## src/rtl/rtc_bus_scheduler_pkg.sv

```systemverilog
// Shared types and constants for the RTC bus scheduler.
// Holds the state encoding, the burst read table and parameter defaults.
package rtc_bus_scheduler_pkg;

    localparam int T_PULSE_DEF        = 10;
    localparam int REFRESH_PERIOD_DEF = 1000000;
    localparam int N_RD               = 7;
    localparam int IDX_W              = $clog2(N_RD);

    // Entry 0 is read first.
    localparam logic [N_RD-1:0][7:0] RD_SEQ = {
        8'h27, 8'h26, 8'h25, 8'h24, 8'h23, 8'h22, 8'h21
    };

    typedef enum logic [2:0] {
        IDLE,
        ADDR_LOW,
        ADDR_HIGH,
        DATA_LOW,
        RECOVER
    } state_t;

    typedef struct packed {
        logic       is_read;
        logic [7:0] addr;
        logic [7:0] data;
    } xact_t;

endpackage

```

## src/rtl/rtc_phase_timer.sv

```systemverilog
// Bus phase timer: loads T_PULSE-1, counts down and pulses done
// on the last cycle of the phase.
module rtc_phase_timer
    import rtc_bus_scheduler_pkg::*;
#(
    parameter int T_PULSE = T_PULSE_DEF
) (
    input  logic clk,
    input  logic reset,
    input  logic load,
    output logic done
);

    localparam int CW = (T_PULSE > 1) ? $clog2(T_PULSE) : 1;

    logic [CW-1:0] cnt;
    logic          run;

    always_ff @(posedge clk or negedge reset) begin
        if (!reset) begin
            cnt <= '0;
            run <= 1'b0;
        end else if (load) begin
            cnt <= CW'(T_PULSE - 1);
            run <= 1'b1;
        end else if (cnt != '0) begin
            cnt <= cnt - 1'b1;
        end else begin
            run <= 1'b0;
        end
    end

    assign done = run && (cnt == '0);

endmodule

```

## src/rtl/rtc_bus_scheduler.sv

```systemverilog
// Multiplexed RTC bus scheduler: arbitrates configuration writes
// against periodic read bursts and sequences the a_d/cs/rd/wr strobes.
module rtc_bus_scheduler
    import rtc_bus_scheduler_pkg::*;
#(
    parameter int T_PULSE        = T_PULSE_DEF,
    parameter int REFRESH_PERIOD = REFRESH_PERIOD_DEF
) (
    input  logic       clk,
    input  logic       reset,
    input  logic       wr_req,
    input  logic [7:0] wr_addr,
    input  logic [7:0] wr_data,
    output logic       wr_ack,
    input  logic       rd_burst_en,
    output logic       rd_valid,
    output logic [7:0] rd_addr,
    output logic [7:0] rd_data,
    output logic       a_d,
    output logic       cs,
    output logic       rd,
    output logic       wr,
    output logic [7:0] dato_out,
    output logic       dato_oe,
    input  logic [7:0] dato_in,
    output logic       busy
);

    localparam int RW = $clog2(REFRESH_PERIOD + 1);

    state_t           state;
    state_t           state_nxt;
    xact_t            cur;
    logic             phase_done;
    logic             tmr_load;
    logic             start;
    logic             wrap;
    logic             xact_end;
    logic [RW-1:0]    refresh_cnt;
    logic             burst_pending;
    logic [IDX_W-1:0] burst_idx;

    assign start    = wr_req || (burst_pending && rd_burst_en);
    assign wrap     = (refresh_cnt == RW'(REFRESH_PERIOD - 1));
    assign xact_end = (state == RECOVER) && phase_done;
    assign tmr_load = (state_nxt != state) && (state_nxt != IDLE);

    rtc_phase_timer #(
        .T_PULSE(T_PULSE)
    ) u_timer (
        .clk  (clk),
        .reset(reset),
        .load (tmr_load),
        .done (phase_done)
    );

    always_ff @(posedge clk or negedge reset) begin
        if (!reset) state <= IDLE;
        else        state <= state_nxt;
    end

    always_comb begin
        state_nxt = state;
        unique case (state)
            IDLE:      if (start)      state_nxt = ADDR_LOW;
            ADDR_LOW:  if (phase_done) state_nxt = ADDR_HIGH;
            ADDR_HIGH: if (phase_done) state_nxt = DATA_LOW;
            DATA_LOW:  if (phase_done) state_nxt = RECOVER;
            RECOVER:   if (phase_done) state_nxt = IDLE;
            default:                   state_nxt = IDLE;
        endcase
    end

    always_comb begin
        a_d      = 1'b1;
        cs       = 1'b1;
        rd       = 1'b1;
        wr       = 1'b1;
        dato_oe  = 1'b0;
        dato_out = 8'h00;
        unique case (state)
            ADDR_LOW: begin
                a_d      = 1'b0;
                cs       = 1'b0;
                wr       = 1'b0;
                dato_oe  = 1'b1;
                dato_out = cur.addr;
            end
            DATA_LOW: begin
                cs = 1'b0;
                if (cur.is_read) begin
                    rd = 1'b0;
                end else begin
                    wr       = 1'b0;
                    dato_oe  = 1'b1;
                    dato_out = cur.data;
                end
            end
            default: ;
        endcase
    end

    assign busy   = (state != IDLE);
    assign wr_ack = xact_end && !cur.is_read;

    // Writes win arbitration; the burst index only moves when a read retires.
    always_ff @(posedge clk or negedge reset) begin
        if (!reset) begin
            cur <= '0;
        end else if (state == IDLE && start) begin
            if (wr_req) cur <= '{is_read: 1'b0, addr: wr_addr, data: wr_data};
            else        cur <= '{is_read: 1'b1, addr: RD_SEQ[burst_idx], data: 8'h00};
        end
    end

    always_ff @(posedge clk or negedge reset) begin
        if (!reset) begin
            refresh_cnt <= '0;
        end else if (wrap) begin
            refresh_cnt <= '0;
        end else begin
            refresh_cnt <= refresh_cnt + 1'b1;
        end
    end

    always_ff @(posedge clk or negedge reset) begin
        if (!reset) begin
            burst_pending <= 1'b0;
            burst_idx     <= '0;
        end else if (xact_end && cur.is_read) begin
            if (!rd_burst_en || burst_idx == IDX_W'(N_RD - 1)) begin
                burst_pending <= 1'b0;
                burst_idx     <= '0;
            end else begin
                burst_idx <= burst_idx + 1'b1;
            end
        end else if (state == IDLE && burst_pending && !rd_burst_en) begin
            burst_pending <= 1'b0;
            burst_idx     <= '0;
        end else if (wrap && rd_burst_en && !burst_pending) begin
            burst_pending <= 1'b1;
        end
    end

    always_ff @(posedge clk or negedge reset) begin
        if (!reset) begin
            rd_valid <= 1'b0;
            rd_addr  <= 8'h00;
            rd_data  <= 8'h00;
        end else if (state == DATA_LOW && phase_done && cur.is_read) begin
            rd_valid <= 1'b1;
            rd_addr  <= cur.addr;
            rd_data  <= dato_in;
        end else begin
            rd_valid <= 1'b0;
        end
    end

endmodule
```

## config.mk

```make
export PLATFORM = sky130hd
export DESIGN_NAME = rtc_bus_scheduler
export DESIGN_NICKNAME = d
export VERILOG_FILES = /design/src/rtl/rtc_bus_scheduler_pkg.sv /design/src/rtl/rtc_phase_timer.sv /design/src/rtl/rtc_bus_scheduler.sv
export SDC_FILE = /design/constraint.sdc
export NUM_CORES = 1
export LEC_CHECK = 0
export CORE_MARGIN = 2
export CORE_UTILIZATION = 45
export CTS_BUF_LIST = sky130_fd_sc_hd__clkbuf_2 sky130_fd_sc_hd__clkbuf_4 sky130_fd_sc_hd__clkbuf_8
export CTS_CLUSTER_DIAMETER = 150
export DETAILED_ROUTE_END_ITERATION = 8
export PLACE_DENSITY = 0.73
export SETUP_SLACK_MARGIN = 0.4
export SYNTH_ARGS = -nofsm -noshare
export SYNTH_HDL_FRONTEND = slang
export SYNTH_SLANG_ARGS = --single-unit
```

## constraint.sdc

```tcl
create_clock -name clk -period 1.9 [get_ports clk]
set_clock_uncertainty 0.2 [all_clocks]
set_input_delay 0.285 -clock clk [delete_from_list [all_inputs] [get_ports clk]]
set_output_delay 0.285 -clock clk [all_outputs]
set_load 0.05 [all_outputs]
```

==> impl_metrics.toml, run 1 <==
[layout]
finalInstanceArea_um2 = 5570
stdcell_count = 518
finalNetCount = 468
fill_cells = 338
areaGrowthSynthToFinish_pct = 77.5
diodes = 0
drive_above_1_share = 0.582

[critical_path]
path_max_fanout = 5
cp_data_required_time_ns = 1.41
critical_path_class = "reg2out"
r2r_start = "u_timer.cnt[0]"
slowest_delay_ns = 0.40
worstPathArrival_ns = 1.58
reg2reg_to = "burst_idx[0]"
path_cells = "buf_4, nor2_4, nand2_2, nor3_4, buf_12"
start_kind = "register"
cp-end-kind = "output port"
reg2regPathDepth = 8
worst_path_max_delay_cell = "dfrtp_1"
critPathBufInv = 2
cpLargestDelayFamily = "simple AND/OR/NAND/NOR gates"
rrSetupSlack_ns = -0.11

[grt]
grt_overflow = 0
grt_pass1_wl_um = 15400
grt_max_degree = 67
antenna_found_initial = 0
grt_pass1_vias = 2987
grt_use_total = 0.269

[synthesis]
seq_area_frac_synth = 0.526
synth_top_family_by_area = "simple AND/OR/NAND/NOR gates"
synth_edf_count = 0
synth_compound_area_frac = 0.116
syn_inst = 292
synth-xor-area-share = 0.0391
synthAdderAreaFrac = 0.0279
synth.area.mux_share = 0.0646
ys_types = 49
synth_simple_gate_area_frac = 0.192
syn_nets = 327
syn_area_per_cell_um2 = 10.7
synth_area_um2 = 3140
synthFlopType = "dfrtp_1"
ys_async_sr_fraction = 1.00
ys_ff_latch = 66
yosysWarnings = 0

[cts]
cts-root-buf = "clkbuf_8"
clkLatencyLatePin_ns = 0.35
numCtsBuffers = 9
cts_sinks = 66
cts_buffer_depth = 2
cts_max_level = 3
cts_tree = "yes"
path_clk_slew_ns = 0.08

[route]
dr.pass1.iters = 4
ant_nets = 0
drtIter0Drc = 164
drc_errors = 0
routed_via_density = 5.72
drt-total-wl_um = 10600
vias = 2961
routedWlPerCell_um = 20.4

[placed_design]
io_buffers = 59
dpl.hpwl_um = 5260
gp_congestion = 0.851
dp_slack_ns = -0.0835
dpl_cell_area_um2 = 4220
placed_cells = 439

[power_and_ir_drop]
leakagePower_nw = 2.45
cellPowerDensity_nw_per_um2 = 1090
ir_worst_vdd_mv = 0.496
p_total_mw = 6.06

[sta]
setup_slack_ns = -0.160
drv_slew = 0
final-hold-violation-count = 0
maxSlewHeadroom = 0.754
period_minus_slack_ns = 2.06
whs_ns = 0.270
max_clock_freq_ghz = 0.485
rsz0062_at_grt = "yes"
setup_violations = 37
period_share = 1.08
worstMarginPinSlew_ns = 0.369

[floorplan]
num_rows = 30
die_h_um = 87.5
num_io_pins = 60
dieArea_um2 = 7660
die_w_um = 87.5
start_util = 0.464
core_area_um2 = 6760

[min_path]
hp-class = "in2async"

[status]
status = "finished, violations left"
violations = "negative setup slack"

[flow_run]
maxCapViolCount = 0
-- how the worst max path moves through the flow --
stage                           to  cells after the start      startpoint
floorplan                       wr                      5        state[2]
global placement    u_timer.cnt[0]                      6     rd_burst_en
detailed placement  u_timer.cnt[2]                      5     rd_burst_en
CTS                         wr_ack                      6  u_timer.cnt[0]
global route                wr_ack                      6  u_timer.cnt[0]
finish                      wr_ack                      5        state[0]
-- worst min-delay path: cells and delay by family --
| kind | cells | cell delay, ns |
|---|---|---|
| buffers and inverters | 3 | 0.95 |
-- layer usage --
metal	up-vias	GRT usage	wire length, um
met5	-	0	0
met4	0	0.116	323
met3	31	0.0654	387
li1	1325	-	-
met1	1504	0.325	4100
met2	101	0.457	5740
-- cell type report --
class / count / area [um2] / area share
clock inverter: 6 / 90.1 / 0.0162
multi-input combinational: 202 / 2010 / 0.360
tap: 80 / 100 / 0.0180
timing repair buffer: 143 / 1530 / 0.274
clock buffer: 10 / 131 / 0.0236
inverter: 11 / 52.6 / 0.00944
sequential: 66 / 1660 / 0.299
-- logic make-up after synthesis --
logic type	after synthesis
buffers and inverters	24
AND/OR/NAND/NOR	108
adder cells (fa/ha/maj)	7
multiplexers	18
XOR/XNOR	14
AO/OA/AOI/OAI	55
flip-flops	66
-- metrics by stage --
step	TNS, ns	utilization
floorplan	-2.22	-
global placement	0	0.624
detailed placement	-0.255	0.624
CTS	-1.69	0.772
global route	-3.76	0.824
finish	-2.02	0.824
-- registers in the layout, summed over array words and instances, names as in the netlist --
name / count
rd_data: 8
burst_idx: 3
rd_valid: 1
cur: 17
u_timer.run: 1
refresh_cnt: 20
state: 3
u_timer.cnt: 4
burst_pending: 1
rd_addr: 8
-- synth_stat cells (2+ instances only) --
master	instances	area share
ha_1	7	0.028
a21oi_1	18	0.029
a211oi_1	3	0.0072
nand2b_1	2	0.0040
clkbuf_1	6	0.0072
or3_1	5	0.010
and2_1	2	0.0040
nor4b_1	5	0.014
nor2_1	25	0.030
nand4_1	4	0.0080
nor3_1	7	0.011
a22o_1	14	0.039
nand2_1	18	0.022
xnor2_1	8	0.022
xor2_1	6	0.017
mux2_2	18	0.065
buf_2	3	0.0048
o21ai_0	10	0.016
inv_1	10	0.012
and4_1	4	0.011
nor2b_1	10	0.020
dfrtp_1	66	0.53
a21boi_0	2	0.0048
or2_2	2	0.0040
nand3_1	12	0.019
nor3b_1	2	0.0048
-- repair_timing --
item	4_1_cts	5_1_grt
pin swaps	46	11
setup endpoints to repair	76	77
hold buffers	1	0
gates cloned	4	0
endpoints found under the hold margin	66	0
setup buffers	37	21
resized for setup	109	45
-- report_power, final --
group          leakage, nW  internal [mW]  total [mW]  switching (mW)
Sequential           0.852           1.56        1.71           0.149
Combinational         1.48           1.51        3.01            1.50
Clock                0.110          0.758        1.34           0.586
Total                 2.45           3.83        6.06            2.23
-- cells in the final DEF (no fill, tap or decap), types with 7 or more instances in the layout --
cell,count
xnor2_1,7
buf_12,18
dfrtp_2,10
a21oi_1,8
buf_4,65
mux2_4,17
a21oi_2,9
nor2_4,17
nand2_1,10
clkdlybuf4s50_1,26
dfrtp_1,56
a22o_1,14
clkbuf_8,9
buf_6,27
nand3_1,7
Power figures use the tool's default switching activity.
==> run 2, diff against run 1 <==
--- a/config.mk
+++ b/config.mk
@@ -12,6 +12,7 @@
 export DETAILED_ROUTE_END_ITERATION = 8
 export PLACE_DENSITY = 0.73
 export SETUP_SLACK_MARGIN = 0.4
+export SLEW_MARGIN = 25
 export SYNTH_ARGS = -nofsm -noshare
 export SYNTH_HDL_FRONTEND = slang
 export SYNTH_SLANG_ARGS = --single-unit
==> results of run 2 <==
The final DEF is identical to that of run 1; final timing and power are the same.
